### src/rtl/knock_pkg.sv
// Shared header field layout and framer state encoding for the flit input path.
package knock_pkg;

  localparam int unsigned HDR_ADDR_LSB = 0;
  localparam int unsigned HDR_ADDR_W   = 8;
  localparam int unsigned HDR_LEN_LSB  = 8;

  typedef enum logic {
    EXPECT_HDR = 1'b0,
    PAYLOAD    = 1'b1
  } framer_state_t;

endpackage

### src/rtl/flit_framer.sv
// Write-side framer: tracks packet boundaries and tags each accepted push as header or payload.
module flit_framer
  import knock_pkg::*;
#(
  parameter int unsigned ADD_WIDTH = 8
) (
  input  logic                 clk,
  input  logic                 rst,
  input  logic                 push,
  input  logic [ADD_WIDTH-1:0] length,
  output logic                 is_hdr
);

  framer_state_t        state_q, state_d;
  logic [ADD_WIDTH-1:0] rem_q, rem_d;

  always_ff @(posedge clk or posedge rst) begin
    if (rst) begin
      state_q <= EXPECT_HDR;
      rem_q   <= '0;
    end else begin
      state_q <= state_d;
      rem_q   <= rem_d;
    end
  end

  always_comb begin
    state_d = state_q;
    rem_d   = rem_q;
    is_hdr  = (state_q == EXPECT_HDR);
    if (push) begin
      case (state_q)
        EXPECT_HDR: begin
          // A zero-length header is a complete packet on its own.
          if (length != '0) begin
            rem_d   = length;
            state_d = PAYLOAD;
          end
        end
        PAYLOAD: begin
          rem_d = rem_q - ADD_WIDTH'(1);
          if (rem_q == ADD_WIDTH'(1)) state_d = EXPECT_HDR;
        end
        default: state_d = EXPECT_HDR;
      endcase
    end
  end

endmodule

### src/rtl/flit_buffer.sv
// Circular flit FIFO with header tagging; presents the head flit and its decoded header fields.
module flit_buffer
  import knock_pkg::*;
#(
  parameter int unsigned DEPTH      = 8,
  parameter int unsigned FLIT_WIDTH = 32,
  parameter int unsigned ADD_WIDTH  = 8
) (
  input  logic                       clk,
  input  logic                       rst,
  input  logic                       push_i,
  input  logic [FLIT_WIDTH-1:0]      flit_i,
  input  logic                       pop_i,
  output logic [FLIT_WIDTH-1:0]      flit_o,
  output logic                       data_valid_o,
  output logic [ADD_WIDTH-1:0]       flit_length_o,
  output logic [7:0]                 flit_address_o,
  output logic                       empty_o,
  output logic                       full_o,
  output logic [$clog2(DEPTH):0]     count_o,
  output logic                       overflow_o,
  output logic                       underflow_o
);

  localparam int unsigned PTR_W = $clog2(DEPTH);
  localparam int unsigned CNT_W = PTR_W + 1;

  logic [FLIT_WIDTH:0] mem [DEPTH];
  logic [PTR_W-1:0]    wr_ptr, rd_ptr;
  logic [CNT_W-1:0]    count;
  logic                push_acc, pop_acc, tag_hdr;
  logic [FLIT_WIDTH:0] head;

  assign empty_o  = (count == '0);
  assign full_o   = (count == CNT_W'(DEPTH));
  assign count_o  = count;
  // Acceptance uses registered full/empty, so a pop never frees room for a same-cycle push.
  assign push_acc = push_i & ~full_o;
  assign pop_acc  = pop_i & ~empty_o;

  flit_framer #(.ADD_WIDTH(ADD_WIDTH)) u_framer (
    .clk    (clk),
    .rst    (rst),
    .push   (push_acc),
    .length (flit_i[HDR_LEN_LSB +: ADD_WIDTH]),
    .is_hdr (tag_hdr)
  );

  always_ff @(posedge clk) begin
    if (push_acc) mem[wr_ptr] <= {tag_hdr, flit_i};
  end

  always_ff @(posedge clk or posedge rst) begin
    if (rst) begin
      wr_ptr      <= '0;
      rd_ptr      <= '0;
      count       <= '0;
      overflow_o  <= 1'b0;
      underflow_o <= 1'b0;
    end else begin
      if (push_acc) wr_ptr <= wr_ptr + PTR_W'(1);
      if (pop_acc)  rd_ptr <= rd_ptr + PTR_W'(1);
      case ({push_acc, pop_acc})
        2'b10:   count <= count + CNT_W'(1);
        2'b01:   count <= count - CNT_W'(1);
        default: count <= count;
      endcase
      if (push_i && full_o)  overflow_o  <= 1'b1;
      if (pop_i && empty_o)  underflow_o <= 1'b1;
    end
  end

  always_comb begin
    head           = empty_o ? '0 : mem[rd_ptr];
    flit_o         = head[FLIT_WIDTH-1:0];
    data_valid_o   = head[FLIT_WIDTH];
    flit_length_o  = head[HDR_LEN_LSB +: ADD_WIDTH];
    flit_address_o = head[HDR_ADDR_LSB +: HDR_ADDR_W];
  end

endmodule

### config.mk
export PLATFORM = sky130hd
export DESIGN_NAME = flit_buffer
export DESIGN_NICKNAME = d
export VERILOG_FILES = /design/src/rtl/knock_pkg.sv /design/src/rtl/flit_framer.sv /design/src/rtl/flit_buffer.sv
export SDC_FILE = /design/constraint.sdc
export NUM_CORES = 1
export LEC_CHECK = 0
export CAP_MARGIN = 20
export CORE_ASPECT_RATIO = 0.5
export CORE_UTILIZATION = 30
export CTS_CLUSTER_DIAMETER = 60
export DETAILED_ROUTE_END_ITERATION = 10
export PLACE_DENSITY = 0.45
export REMOVE_ABC_BUFFERS = 1
export SLEW_MARGIN = 25
export SYNTH_ARGS = -nofsm -noshare
export SYNTH_HDL_FRONTEND = slang
export SYNTH_HIERARCHICAL = 1
export SYNTH_SLANG_ARGS = --single-unit
### constraint.sdc
create_clock -name clk -period 8.7 [get_ports clk]
set_clock_uncertainty 0.05 [all_clocks]
set_input_delay 1.74 -clock clk [delete_from_list [all_inputs] [get_ports clk]]
set_output_delay 1.74 -clock clk [all_outputs]
set_load 0.02 [all_outputs]
==> impl_metrics.json, run 1 <==
{
  "syn-instance-count": 542,
  "fmax_mhz": 184,
  "min_path_cells": 1,
  "gp_congestion": 0.681,
  "worstPathMaxFanout": 40,
  "cts_hold_repair.buffers": 0,
  "wire_per_inst_um": 21.0,
  "grt_use_total": 0.126,
  "drtIter0Drc": 300,
  "synth.distinct_cells": 50,
  "overflow": 0,
  "reg2reg_from": "count_o[0]$_DFFE_PP0P_",
  "min_period_over_period": 0.626,
  "clk_pin_slew_ns": 0.06,
  "min_period_ns": 5.44,
  "end_kind": "primary output",
  "required_ns": 6.91,
  "area_growth_pct": 20.5,
  "drt_wl_total_mm": 24.0,
  "grt_pass1_vias": 5966,
  "timing.final.max_slew_violations": 0,
  "drtAntennaViolNets": 0,
  "crit_type": "flip-flop to primary output",
  "yosysSeqAreaShare": 0.749,
  "stdcell_count": 1141,
  "p_leak_nw": 4.38,
  "portBuffers": 92,
  "worstRegToRegCells": 6,
  "antenna_found_initial": 0,
  "drive_gt1_frac": 0.222,
  "grt_pass1_wl_mm": 36.7,
  "ios": 93,
  "route.detailed.drc": 0,
  "multi_input_area_um2": 2560,
  "cts_resized": 0,
  "die_h_um": 139,
  "core_um2": 36500,
  "cts_buffers": 29,
  "ir_worst_vdd_uv": 179,
  "clock-sinks": 285,
  "synth_seq_cells": 285,
  "regArea_um2": 8460,
  "min_from": "underflow_o$_DFFE_PP0P_",
  "fillers": 3318,
  "ys.warnings.count": 6,
  "vias": 5501,
  "antenna_cells": 0,
  "dp_cells": 1088,
  "critPathArrivalTime_ns": 3.65,
  "cp_slowest_stage_delay_ns": 0.98,
  "fp.dieW_um": 276,
  "clk_path_buf_depth": 3,
  "slowest_stage": "dfrtp_4",
  "setup_tns_ns": 0,
  "synth_flop_cell": "edfxtp_1",
  "final_cell_mix": "edfxtp_1, clkdlybuf4s50_1, mux4_2, a22o_1, clkbuf_16",
  "finalHoldViolations": 0,
  "rsz0062_at_grt": "false",
  "slew-limit-headroom": 0.433,
  "synth_edf_count": 264,
  "start_kind": "flip-flop",
  "crit_chain": "buf_4 > mux4_2 > a22o_1 > clkdlybuf4s50_1",
  "post_cts_buffers": 0,
  "hold_path_end": "underflow_o$_DFFE_PP0P_",
  "grt_max_degree": 54,
  "async_reset_ff_frac": 0.0737,
  "rrSetupSlack_ns": 5.65,
  "via_per_inst": 4.82,
  "cts_max_level": 1,
  "start_util": 0.309,
  "nets": 678,
  "root_buffer": "clkbuf_16",
  "power_density_nw_per_um2": 366,
  "tightest_slew_ns": 0.851,
  "cap_violations": 0,
  "tritoncts": "built",
  "syn_area_um2": 11300,
  "rows": 49,
  "status": "complete, no violations",
  "hold_path_class": "flip-flop to flip-flop",
  "syn_avg_cell_area_um2": 20.8,
  "clk_latency_ns": 0.55,
  "setup_viol_count_final": 0,
  "place_hpwl_mm": 12.4,
  "die-area_um2": 38400,
  "layout_commonest_cell": "edfxtp_1",
  "firstDrtPassIters": 4,
  "r2r-end": "count_o[3]$_DFFE_PP0P_",
  "cp-startpoint": "rd_ptr[0]$_DFFE_PP0P_"
}
[layout make-up]
| class | count | area share |
|---|---|---|
| clock inverter | 20 | 0.0131 |
| tap | 484 | 0.0445 |
| multi-input combinational | 204 | 0.189 |
| sequential | 285 | 0.622 |
| timing repair buffer | 103 | 0.0738 |
| clock buffer | 33 | 0.0545 |
| inverter | 12 | 0.00331 |
[critical path: cells and delay by family (launching register included)]
kind	cells	cell delay [ns]
buffers and inverters	2	1.20
multiplexers	1	0.58
flip-flops	1	0.98
AO/OA/AOI/OAI	1	0.28
[state kept, by name (all words and copies together), names as in the netlist]
signal            count
mem                 264
u_framer/rem_q        8
count_o               4
rd_ptr                3
wr_ptr                3
overflow_o            1
u_framer/state_q      1
underflow_o           1
[cell usage after synthesis (3+ instances only)]
master      n  area, µm²
edfxtp_1  264       7930
mux4_2     66       1490
a22o_1     30        263
dfrtp_1    21        526
buf_4      19        143
nor2_1     16       60.1
inv_1      11       41.3
a21oi_1    10       50.1
o21ai_0    10       50.1
buf_2       8       40.0
ha_1        7       87.6
clkbuf_1    6       22.5
nand3_1     6       30.0
nand2b_1    5       31.3
xnor2_1     5       43.8
nor3_1      4       20.0
a21o_1      3       22.5
a22o_2      3       30.0
buf_1       3       11.3
buf_8       3       45.0
mux2_2      3       33.8
nand2_1     3       11.3
[logic make-up after synthesis]
kind of cell,Yosys count,share of synthesized area
buf+inv,53,0.0292
compound gates,67,0.0457
xor+xnor,7,0.00543
fa+ha+maj,7,0.00776
flops,285,0.749
simple gates,52,0.0264
mux,71,0.136
[worst max path at each step]
stage                              to  slack, ns  depth (start not counted)
CTS                         flit_o[9]       3.08                          4
global route                flit_o[9]       2.95                          4
detailed placement          flit_o[9]       3.68                          4
floorplan           flit_address_o[2]       3.20                          2
global placement            flit_o[9]       3.71                          4
finish                      flit_o[9]       3.26                          4
[metal layers]
layer	vias up	track usage	wire, µm	share of wire
met5	-	0	0	0
met4	0	0.0285	382	0.016
met3	36	0.0209	739	0.031
met2	78	0.213	11900	0.50
met1	2958	0.172	10900	0.45
li1	2429	-	-	-
[power by group]
group	internal, mW	switching, mW
sequential	1.74	0.168
clock	0.699	0.512
combinational	0.899	0.948
total	3.34	1.63
[per-stage QoR]
stage / area (µm²) / power, mW / utilization / hold WS (ns) / setup slack, ns
2_1_floorplan: 11000 / 3.04 / - / 0.417 / 3.20
3_3_place_gp: 12700 / 3.83 / 0.348 / 0.389 / 3.71
3_5_place_dp: 12700 / 3.85 / 0.348 / 0.400 / 3.68
4_1_cts: 13600 / 5.07 / 0.373 / 0.414 / 3.08
5_1_grt: 13600 / 5.23 / 0.373 / 0.433 / 2.95
6_report: 13600 / 4.97 / 0.373 / 0.411 / 3.26
No activity file was read; power rests on OpenSTA's default activity.
==> inputs of run 2 (changes only) <==
--- a/config.mk
+++ b/config.mk
@@ -10,7 +10,7 @@
 export CORE_UTILIZATION = 30
 export CTS_CLUSTER_DIAMETER = 60
 export DETAILED_ROUTE_END_ITERATION = 10
-export PLACE_DENSITY = 0.45
+export PLACE_DENSITY = 0.46
 export REMOVE_ABC_BUFFERS = 1
 export SLEW_MARGIN = 25
 export SYNTH_ARGS = -nofsm -noshare
==> constraint.sdc (replaced) <==
create_clock -name clk -period 4.8 [get_ports clk]
set_clock_uncertainty 0.05 [all_clocks]
set_input_delay 0.96 -clock clk [delete_from_list [all_inputs] [get_ports clk]]
set_output_delay 0.96 -clock clk [all_outputs]
set_load 0.02 [all_outputs]
==> run 2 against run 1 <==
Routed wire length increased by 0.87%; register-to-register slack lost 3.8 ns; design area decreased by 0.11%; total power grew 80%; non-clock buffer count increased by 1; sequential power up 79%; clock power grew 74%; final cell count down 0.26%; die area unchanged.
==> impl_metrics.json, run 2 (synthesis results as in run 1) <==
{
  "post_cts_buffers": 0,
  "rsz0062_at_grt": "false",
  "antenna_found_initial": 0,
  "clk_path_buf_depth": 3,
  "fmax_mhz": 248,
  "layout_commonest_cell": "edfxtp_1",
  "cap_violations": 0,
  "combPwrFrac": 0.385,
  "regMostFlops": "mem",
  "timing.final.max_slew_violations": 0,
  "ir_worst_vdd_uv": 340,
  "rows": 49,
  "drtIter0Drc": 322,
  "power_density_nw_per_um2": 660,
  "status": "complete, no violations",
  "end_kind": "primary output",
  "wire_per_inst_um": 21.2,
  "fin_util": 0.372,
  "required_ns": 3.79,
  "gp_congestion": 0.711,
  "power_switching_mw": 2.95,
  "finalHoldViolations": 0,
  "die-area_um2": 38400,
  "setup_viol_count_final": 0,
  "tightest_slew_ns": 0.664,
  "reg2reg_from": "count_o[0]$_DFFE_PP0P_",
  "clock-sinks": 285,
  "antenna_cells": 0,
  "grt_use_total": 0.126,
  "firstDrtPassIters": 4,
  "crit_chain": "buf_12 > mux4_2 > a22o_2 > clkdlybuf4s50_1",
  "final_area_um2": 13600,
  "vias": 5478,
  "critPathArrivalTime_ns": 3.02,
  "switching_share": 0.329,
  "cp-startpoint": "rd_ptr[0]$_DFFE_PP0P_",
  "cp.buffers_inverters": 2,
  "die_h_um": 139,
  "core_um2": 36500,
  "start_kind": "flip-flop",
  "slowest_stage": "dfrtp_4",
  "cts_resized": 0,
  "nets": 677,
  "cts_max_level": 1,
  "cts_buffers": 27,
  "portBuffers": 92,
  "grt_pass1_wl_mm": 36.7,
  "min_from": "underflow_o$_DFFE_PP0P_",
  "place_area_um2": 12700,
  "hold_path_class": "flip-flop to flip-flop",
  "cp_slowest_stage_delay_ns": 0.60,
  "final_cell_mix": "edfxtp_1, clkdlybuf4s50_1, mux4_2, a22o_1, clkbuf_16",
  "grt_pass1_vias": 5845,
  "drt_wl_total_mm": 24.2,
  "min_period_ns": 4.03,
  "fp.dieW_um": 276,
  "ios": 93,
  "via_per_inst": 4.81,
  "root_buffer": "clkbuf_16",
  "rrSetupSlack_ns": 1.83,
  "grt_max_degree": 57,
  "overflow": 0,
  "drive_gt1_frac": 0.219,
  "cts_hold_repair.buffers": 0,
  "slew-limit-headroom": 0.557,
  "crit_type": "flip-flop to primary output",
  "p_leak_nw": 4.36,
  "worstPathMaxFanout": 56,
  "clk_latency_ns": 0.54,
  "place_hpwl_mm": 13.0,
  "clk_pin_slew_ns": 0.07,
  "start_util": 0.309,
  "path_delay_family": "buffers and inverters",
  "internal_power_mw": 6.01,
  "tritoncts": "built",
  "drtAntennaViolNets": 0,
  "fillers": 3293,
  "route.detailed.drc": 0,
  "area_growth_pct": 20.3,
  "setup_tns_ns": 0,
  "min_period_over_period": 0.840,
  "clock_power_share": 0.234,
  "power_frac_seq": 0.381,
  "largest_reg_flops": 264
}
-- run 2: cell count changes in the layout (fill, tap and decap cells not counted), moves of 2 or more --
cell	change
buf_4	-2
clkinv_2	-2
buf_12	+3
clkbuf_16	-2
clkbuf_1	+2
clkinv_1	-2
clkinvlp_4	+2
-- run 2: path summary, 6_finish.rpt --
path	endpoint	depth (start not counted)
max reg2reg	count_o[3]$_DFFE_PP0P_	6
min in group asynchronous	u_framer/state_q$_DFFE_PP0P_	2
max	flit_o[0]	4
max in group asynchronous	rd_ptr[1]$_DFFE_PP0P_	2
min	underflow_o$_DFFE_PP0P_	1
min reg2reg	underflow_o$_DFFE_PP0P_	1
-- run 2: power by group through the flow --
stage               sequential [mW]  clock [mW]  combinational, mW
floorplan                      3.58           0               1.94
global placement               3.46           0               3.54
detailed placement             3.47           0               3.54
CTS                            3.42        2.15               3.55
global route                   3.46        2.25               3.70
finish                         3.41        2.10               3.45
-- run 2: layer usage --
| layer | global-route usage | vias up | wire [µm] |
|---|---|---|---|
| met5 | 0 | - | 0 |
| met2 | 0.211 | 75 | 11700 |
| li1 | - | 2413 | - |
| met4 | 0.0279 | 0 | 405 |
| met3 | 0.0219 | 32 | 713 |
| met1 | 0.173 | 2958 | 11400 |
-- run 2: stage by stage --
| step | power, mW | hold WS, ns | worst slack (ns) | instances |
|---|---|---|---|---|
| final | 8.96 | 0.407 | 0.769 | 1138 |
| after global routing | 9.40 | 0.442 | 0.591 | 1138 |
| after CTS | 9.12 | 0.407 | 0.680 | 1138 |
| after detailed placement | 7.01 | 0.394 | 1.26 | 1089 |
| after global placement | 7.00 | 0.389 | 1.27 | 1089 |
| after floorplan | 5.52 | 0.417 | 0.0779 | 501 |
-- run 2: cell type report --
cell class	instances	area (µm²)	share of cell area
Clock inverter	16	158	0.0116
Sequential cell	285	8460	0.623
Tap cell	484	606	0.0446
Inverter	12	45.0	0.00332
Multi-Input combinational cell	204	2560	0.189
Clock buffer	33	698	0.0514
Timing Repair Buffer	104	1050	0.0772
